`config.mk`:
```
export PLATFORM = sky130hd
export DESIGN_NAME = seven_seg_scanner
export DESIGN_NICKNAME = d
export VERILOG_FILES = /design/src/rtl/seven_seg_scanner.sv
export SDC_FILE = /design/constraint.sdc
export NUM_CORES = 1
export LEC_CHECK = 0
export CAP_MARGIN = 20
export CORE_ASPECT_RATIO = 0.5
export CORE_MARGIN = 2
export CORE_UTILIZATION = 52
export CTS_BUF_LIST = sky130_fd_sc_hd__clkbuf_2 sky130_fd_sc_hd__clkbuf_4 sky130_fd_sc_hd__clkbuf_8
export CTS_CLUSTER_SIZE = 25
export DETAILED_ROUTE_END_ITERATION = 7
export HOLD_SLACK_MARGIN = 0.08
export MAX_ROUTING_LAYER = met4
export PLACE_DENSITY = 0.82
export SLEW_MARGIN = 25
export SYNTH_ARGS = -nofsm -noshare
export SYNTH_HDL_FRONTEND = slang
export SYNTH_SLANG_ARGS = --single-unit
```
`constraint.sdc`:
```
create_clock -name clock -period 3.43 [get_ports clock]
set_clock_uncertainty 0.05 [all_clocks]
set_input_delay 0.5145 -clock clock [delete_from_list [all_inputs] [get_ports clock]]
set_output_delay 0.5145 -clock clock [all_outputs]
set_load 0.01 [all_outputs]
```
`src/rtl/seven_seg_scanner.sv`:
```
// Four-digit common-anode 7-segment scanner: resyncs the digit index,
// blanks on digit change, tear-free value update, leading-zero blanking.
// Ports: clock, reset_n, digit_sel[1:0], value[15:0], dp_mask[3:0],
//        load, enable -> an[3:0], seg[6:0], dp, pending (all active-low
//        display outputs except pending, all registered).
module seven_seg_scanner #(
  parameter int BLANK_CYCLES = 4,
  parameter bit LZ_SUPPRESS  = 1'b1
) (
  input  logic        clock,
  input  logic        reset_n,
  input  logic [1:0]  digit_sel,
  input  logic [15:0] value,
  input  logic [3:0]  dp_mask,
  input  logic        load,
  input  logic        enable,
  output logic [3:0]  an,
  output logic [6:0]  seg,
  output logic        dp,
  output logic        pending
);

  typedef enum logic {BLANK, DRIVE} state_e;

  localparam logic [7:0] CNT_INIT = 8'(BLANK_CYCLES - 1);

  state_e      state_q, state_d;
  logic [7:0]  cnt_q, cnt_d;
  logic [1:0]  s1_q, s2_q;
  logic [1:0]  cur_q, cur_d;
  logic [15:0] sh_val_q, sh_val_d;
  logic [3:0]  sh_dp_q, sh_dp_d;
  logic [15:0] disp_val_q, disp_val_d;
  logic [3:0]  disp_dp_q, disp_dp_d;
  logic        pend_q, pend_d;
  logic [3:0]  an_q, an_d;
  logic [6:0]  seg_q, seg_d;
  logic        dp_q, dp_d;
  logic        xfer;
  logic [3:0]  nib;
  logic        lz;

  function automatic logic [6:0] hex7(input logic [3:0] n);
    logic [6:0] s;
    case (n)
      4'h0: s = 7'b1000000;
      4'h1: s = 7'b1111001;
      4'h2: s = 7'b0100100;
      4'h3: s = 7'b0110000;
      4'h4: s = 7'b0011001;
      4'h5: s = 7'b0010010;
      4'h6: s = 7'b0000010;
      4'h7: s = 7'b1111000;
      4'h8: s = 7'b0000000;
      4'h9: s = 7'b0010000;
      4'hA: s = 7'b0001000;
      4'hB: s = 7'b0000011;
      4'hC: s = 7'b1000110;
      4'hD: s = 7'b0100001;
      4'hE: s = 7'b0000110;
      default: s = 7'b0001110;
    endcase
    return s;
  endfunction

  always_comb begin
    state_d = state_q;
    cnt_d   = cnt_q;
    cur_d   = cur_q;
    xfer    = 1'b0;
    unique case (state_q)
      DRIVE: begin
        if (s2_q != cur_q) begin
          state_d = BLANK;
          cnt_d   = CNT_INIT;
          xfer    = 1'b1;
        end
      end
      BLANK: begin
        // Index changes during the blank do not restart it;
        // whatever is sampled at exit is the digit driven.
        if (cnt_q == 8'd0) begin
          state_d = DRIVE;
          cur_d   = s2_q;
        end else begin
          cnt_d = cnt_q - 8'd1;
        end
      end
    endcase
    if (!enable) xfer = 1'b1;

    // Shadow equals disp whenever nothing is pending, so an
    // unconditional copy on transfer is harmless.
    disp_val_d = xfer ? sh_val_q : disp_val_q;
    disp_dp_d  = xfer ? sh_dp_q  : disp_dp_q;
    sh_val_d   = load ? value    : sh_val_q;
    sh_dp_d    = load ? dp_mask  : sh_dp_q;
    pend_d     = load ? 1'b1 : (xfer ? 1'b0 : pend_q);

    nib = disp_val_d[{cur_d, 2'b00} +: 4];
    lz  = LZ_SUPPRESS && (cur_d != 2'd0)
          && ((disp_val_d >> {cur_d, 2'b00}) == 16'h0);

    an_d  = 4'hF;
    seg_d = 7'h7F;
    dp_d  = 1'b1;
    if (enable && state_d == DRIVE) begin
      an_d  = ~(4'b0001 << cur_d);
      seg_d = lz ? 7'h7F : hex7(nib);
      dp_d  = ~disp_dp_d[cur_d];
    end
  end

  always_ff @(posedge clock or negedge reset_n) begin
    if (!reset_n) begin
      state_q    <= BLANK;
      cnt_q      <= CNT_INIT;
      s1_q       <= 2'd0;
      s2_q       <= 2'd0;
      cur_q      <= 2'd0;
      sh_val_q   <= 16'h0;
      sh_dp_q    <= 4'h0;
      disp_val_q <= 16'h0;
      disp_dp_q  <= 4'h0;
      pend_q     <= 1'b0;
      an_q       <= 4'hF;
      seg_q      <= 7'h7F;
      dp_q       <= 1'b1;
    end else begin
      state_q    <= state_d;
      cnt_q      <= cnt_d;
      s1_q       <= digit_sel;
      s2_q       <= s1_q;
      cur_q      <= cur_d;
      sh_val_q   <= sh_val_d;
      sh_dp_q    <= sh_dp_d;
      disp_val_q <= disp_val_d;
      disp_dp_q  <= disp_dp_d;
      pend_q     <= pend_d;
      an_q       <= an_d;
      seg_q      <= seg_d;
      dp_q       <= dp_d;
    end
  end

  assign an      = an_q;
  assign seg     = seg_q;
  assign dp      = dp_q;
  assign pending = pend_q;

endmodule

```
==> results_dict.tcl <==
set metrics [dict create \
    crit_path_cell_trace "inv_1 > ha_1 > nor4b_2 > nand2_1 > mux2i_2 > nand2_1 > o22ai_1 > nor2_1 > inv_1 > ha_1 > nand4_1 > o31a_1 > o211ai_1" \
    drt_first_iter_violations 155 \
    wl_mm 6.62 \
    worst_path_max_delay_cell "dfstp_2" \
    worstPathRequired_ns 3.64 \
    clkSinkCount 68 \
    ctsResizeCount 0 \
    ys_ff_latch 68 \
    ys_warn_count 0 \
    cap_violations 0 \
    vias 2305 \
    yosysTopAreaCell "dfrtp_1" \
    ant_nets 0 \
    cts_tree "built" \
    crit_path_start_kind "register" \
    hold_buffers 0 \
    track_usage_pct 22.7 \
    endpoint_kind "register" \
    cp_top_family "compound AO/OA/AOI/OAI gates" \
    grt_pass1_vias 2313 \
    worstPathMaxFanout 8 \
    drive_gt1_share_pct 23.9 \
    cts_buffers 9 \
    drc 0 \
    num_rows 19 \
    avgSynthCellArea_um2 11.5 \
    crit_arrival_ns 3.40 \
    coreArea_mm2 0.00566 \
    slew_headroom_pct 53.0 \
    worst_pin_slew_ns 0.699 \
    timing.rr.end "seg[3]" \
    syn-instance-count 274 \
    cpPeakStageDelay_ns 0.54 \
    initial_core_util_pct 55.7 \
    fill_cells 401 \
    async_flop_share_pct 100 \
    grt_pass1_wl_mm 11.0 \
    final_nets 359 \
    hold_violations 0 \
    synth_ff_type "dfrtp_1" \
    gr-total-overflow 0 \
    portBuffers 38 \
    io_pins 39 \
    ys_seq_area_share_pct 54.6 \
    finalCritPeriodShare_pct 93.0 \
    grt_max_degree 50 \
    pwr_density_cell_mw_per_mm2 749 \
    worst-r2r-setup-slack_ns 0.24 \
    place_congestion 0.880 \
    r2r_start "cnt_q[0]" \
    synth_top_area_share_pct 42.9 \
    status "completed" \
    utilization_pct 68.8 \
    reg2regPathDepth 13 \
    n_antenna_cell 0 \
    finalInstanceArea_mm2 0.00389 \
    clk_latency_ns 0.34 \
    grt_setup_unrepaired "no" \
    die-width_um 114 \
    min_path_type "primary input to asynchronous set/reset pin" \
    cts_max_path_buffers 2 \
    die_h_um 59.0 \
    root_buffer "clkbuf_8" \
    synthDistinctLibCells 41 \
    ir_worst_vdd_uv 336 \
    p_leak_nw 1.66 \
    fp.dieArea_mm2 0.00674 \
    crit_buf_inv 2 \
    post_cts_buffers 0 \
    slew_violations 0 \
    syn_to_final_growth_pct 23.5 \
    syn-num-nets 308 \
    synth_area_leaders "dfrtp_1 43%, dfstp_2 12%, mux2_2 8.6%, nand2_1 3.6%, o211ai_1 3.6%" \
    hpwl_mm 4.65 \
    finalSetupViolations 0 \
    synth_area_mm2 0.00315 \
    routedWlPerCell_um 16.4 \
    h-tree-depth 3 \
    clkTransAtPathRegs_ns 0.07 \
    path_class "register to register" \
    firstDrtPassIters 4 \
    tns_ns 0 \
    via_per_inst 5.72 \
    dpl_cell_area_mm2 0.00367 \
    power_mw 2.92 \
    finalCriticalPeriod_ns 3.19 \
    synth_edf_count 0 \
    timing.hold.ws_ns 0.119 \
    antenna_found_initial 0 \
    fmax_mhz 314 \
]
layout make-up:
cell class / count / area [um2] / area share, %
inverter: 15 / 56.3 / 1.45
sequential: 68 / 1720 / 44.2
multi-input combinational: 179 / 1320 / 34.0
timing repair buffer: 52 / 478 / 12.3
clock inverter: 7 / 100 / 2.57
clock buffer: 9 / 124 / 3.18
tap: 73 / 91.3 / 2.35
stage by stage:
| step | setup WS [ns] | instances |
|---|---|---|
| after CTS | 0.255 | 403 |
| after global routing | 0.0104 | 403 |
| after detailed placement | 0.330 | 387 |
| final | 0.242 | 403 |
| after global placement | 0.450 | 387 |
| after floorplan | 0.214 | 274 |
layer usage:
layer	up-vias	track usage, %	part of all wire (%)
met5	-	-	0
met4	0	7.32	1.4
met3	11	6.65	7.2
met2	92	35.3	47
met1	1134	29.3	44
li1	1068	-	-
synthesized netlist by cell type, types with 6 or more instances:
cell      count
a21oi_1       6
clkbuf_1      8
dfrtp_1      54
dfstp_2      14
ha_1          8
inv_1        13
mux2_2       24
mux2i_1       9
nand2_1      30
nand2b_1      8
nand3_1       8
nor2_1       13
o211ai_1     15
o21ai_0       8
o22ai_1      10
sequential cells by signal, indices dropped and copies added (netlist names):
signal and cells:
an 4, cnt_q 8, cur_q 2, disp_dp_q 4
disp_val_q 16, dp 1, pending 1, s1_q 2
s2_q 2, seg 7, sh_dp_q 4, sh_val_q 16
state_q 1
power by group:
group          internal (mW)  switching, mW
Clock                  0.412          0.312
Combinational          0.487          0.653
Sequential             0.953         0.0979
cell families after synthesis:
kind of cell | after synthesis | synth area share (%)
buffers and inverters | 27 | 3.46
AOI/OAI and AO/OA | 53 | 11.3
and+or+nand+nor | 73 | 11.0
DFF | 68 | 54.6
muxes | 37 | 13.7
xor gates and xnor gates | 8 | 2.70
adders and majority gates | 8 | 3.18
cells in the final DEF, fill, tap and decap left out, types with 10 or more instances in the layout:
master / n
buf_4: 15
nor2_1: 13
clkdlybuf4s50_1: 36
dfstp_2: 14
o22ai_1: 10
inv_1: 13
nand2_1: 30
mux2_2: 24
o211ai_1: 15
dfrtp_1: 54
worst register-to-register path: cells and delay by family, from the launching register on:
family	cells	cell delay, ns
compound gates	3	0.70
fa+ha+maj	2	0.45
buf+inv	2	0.19
flops	1	0.54
mux	1	0.50
simple gates	5	0.67
worst max path at each step:
stage	from	endpoint	cells past startpoint
finish	cnt_q[0]	seg[3]	13
global route	cnt_q[0]	seg[2]	15
CTS	cnt_q[0]	seg[2]	15
detailed placement	cnt_q[0]	seg[3]	13
global placement	cnt_q[0]	seg[3]	13
floorplan	cnt_q[0]	seg[6]	15
Power figures use the tool's default switching activity.
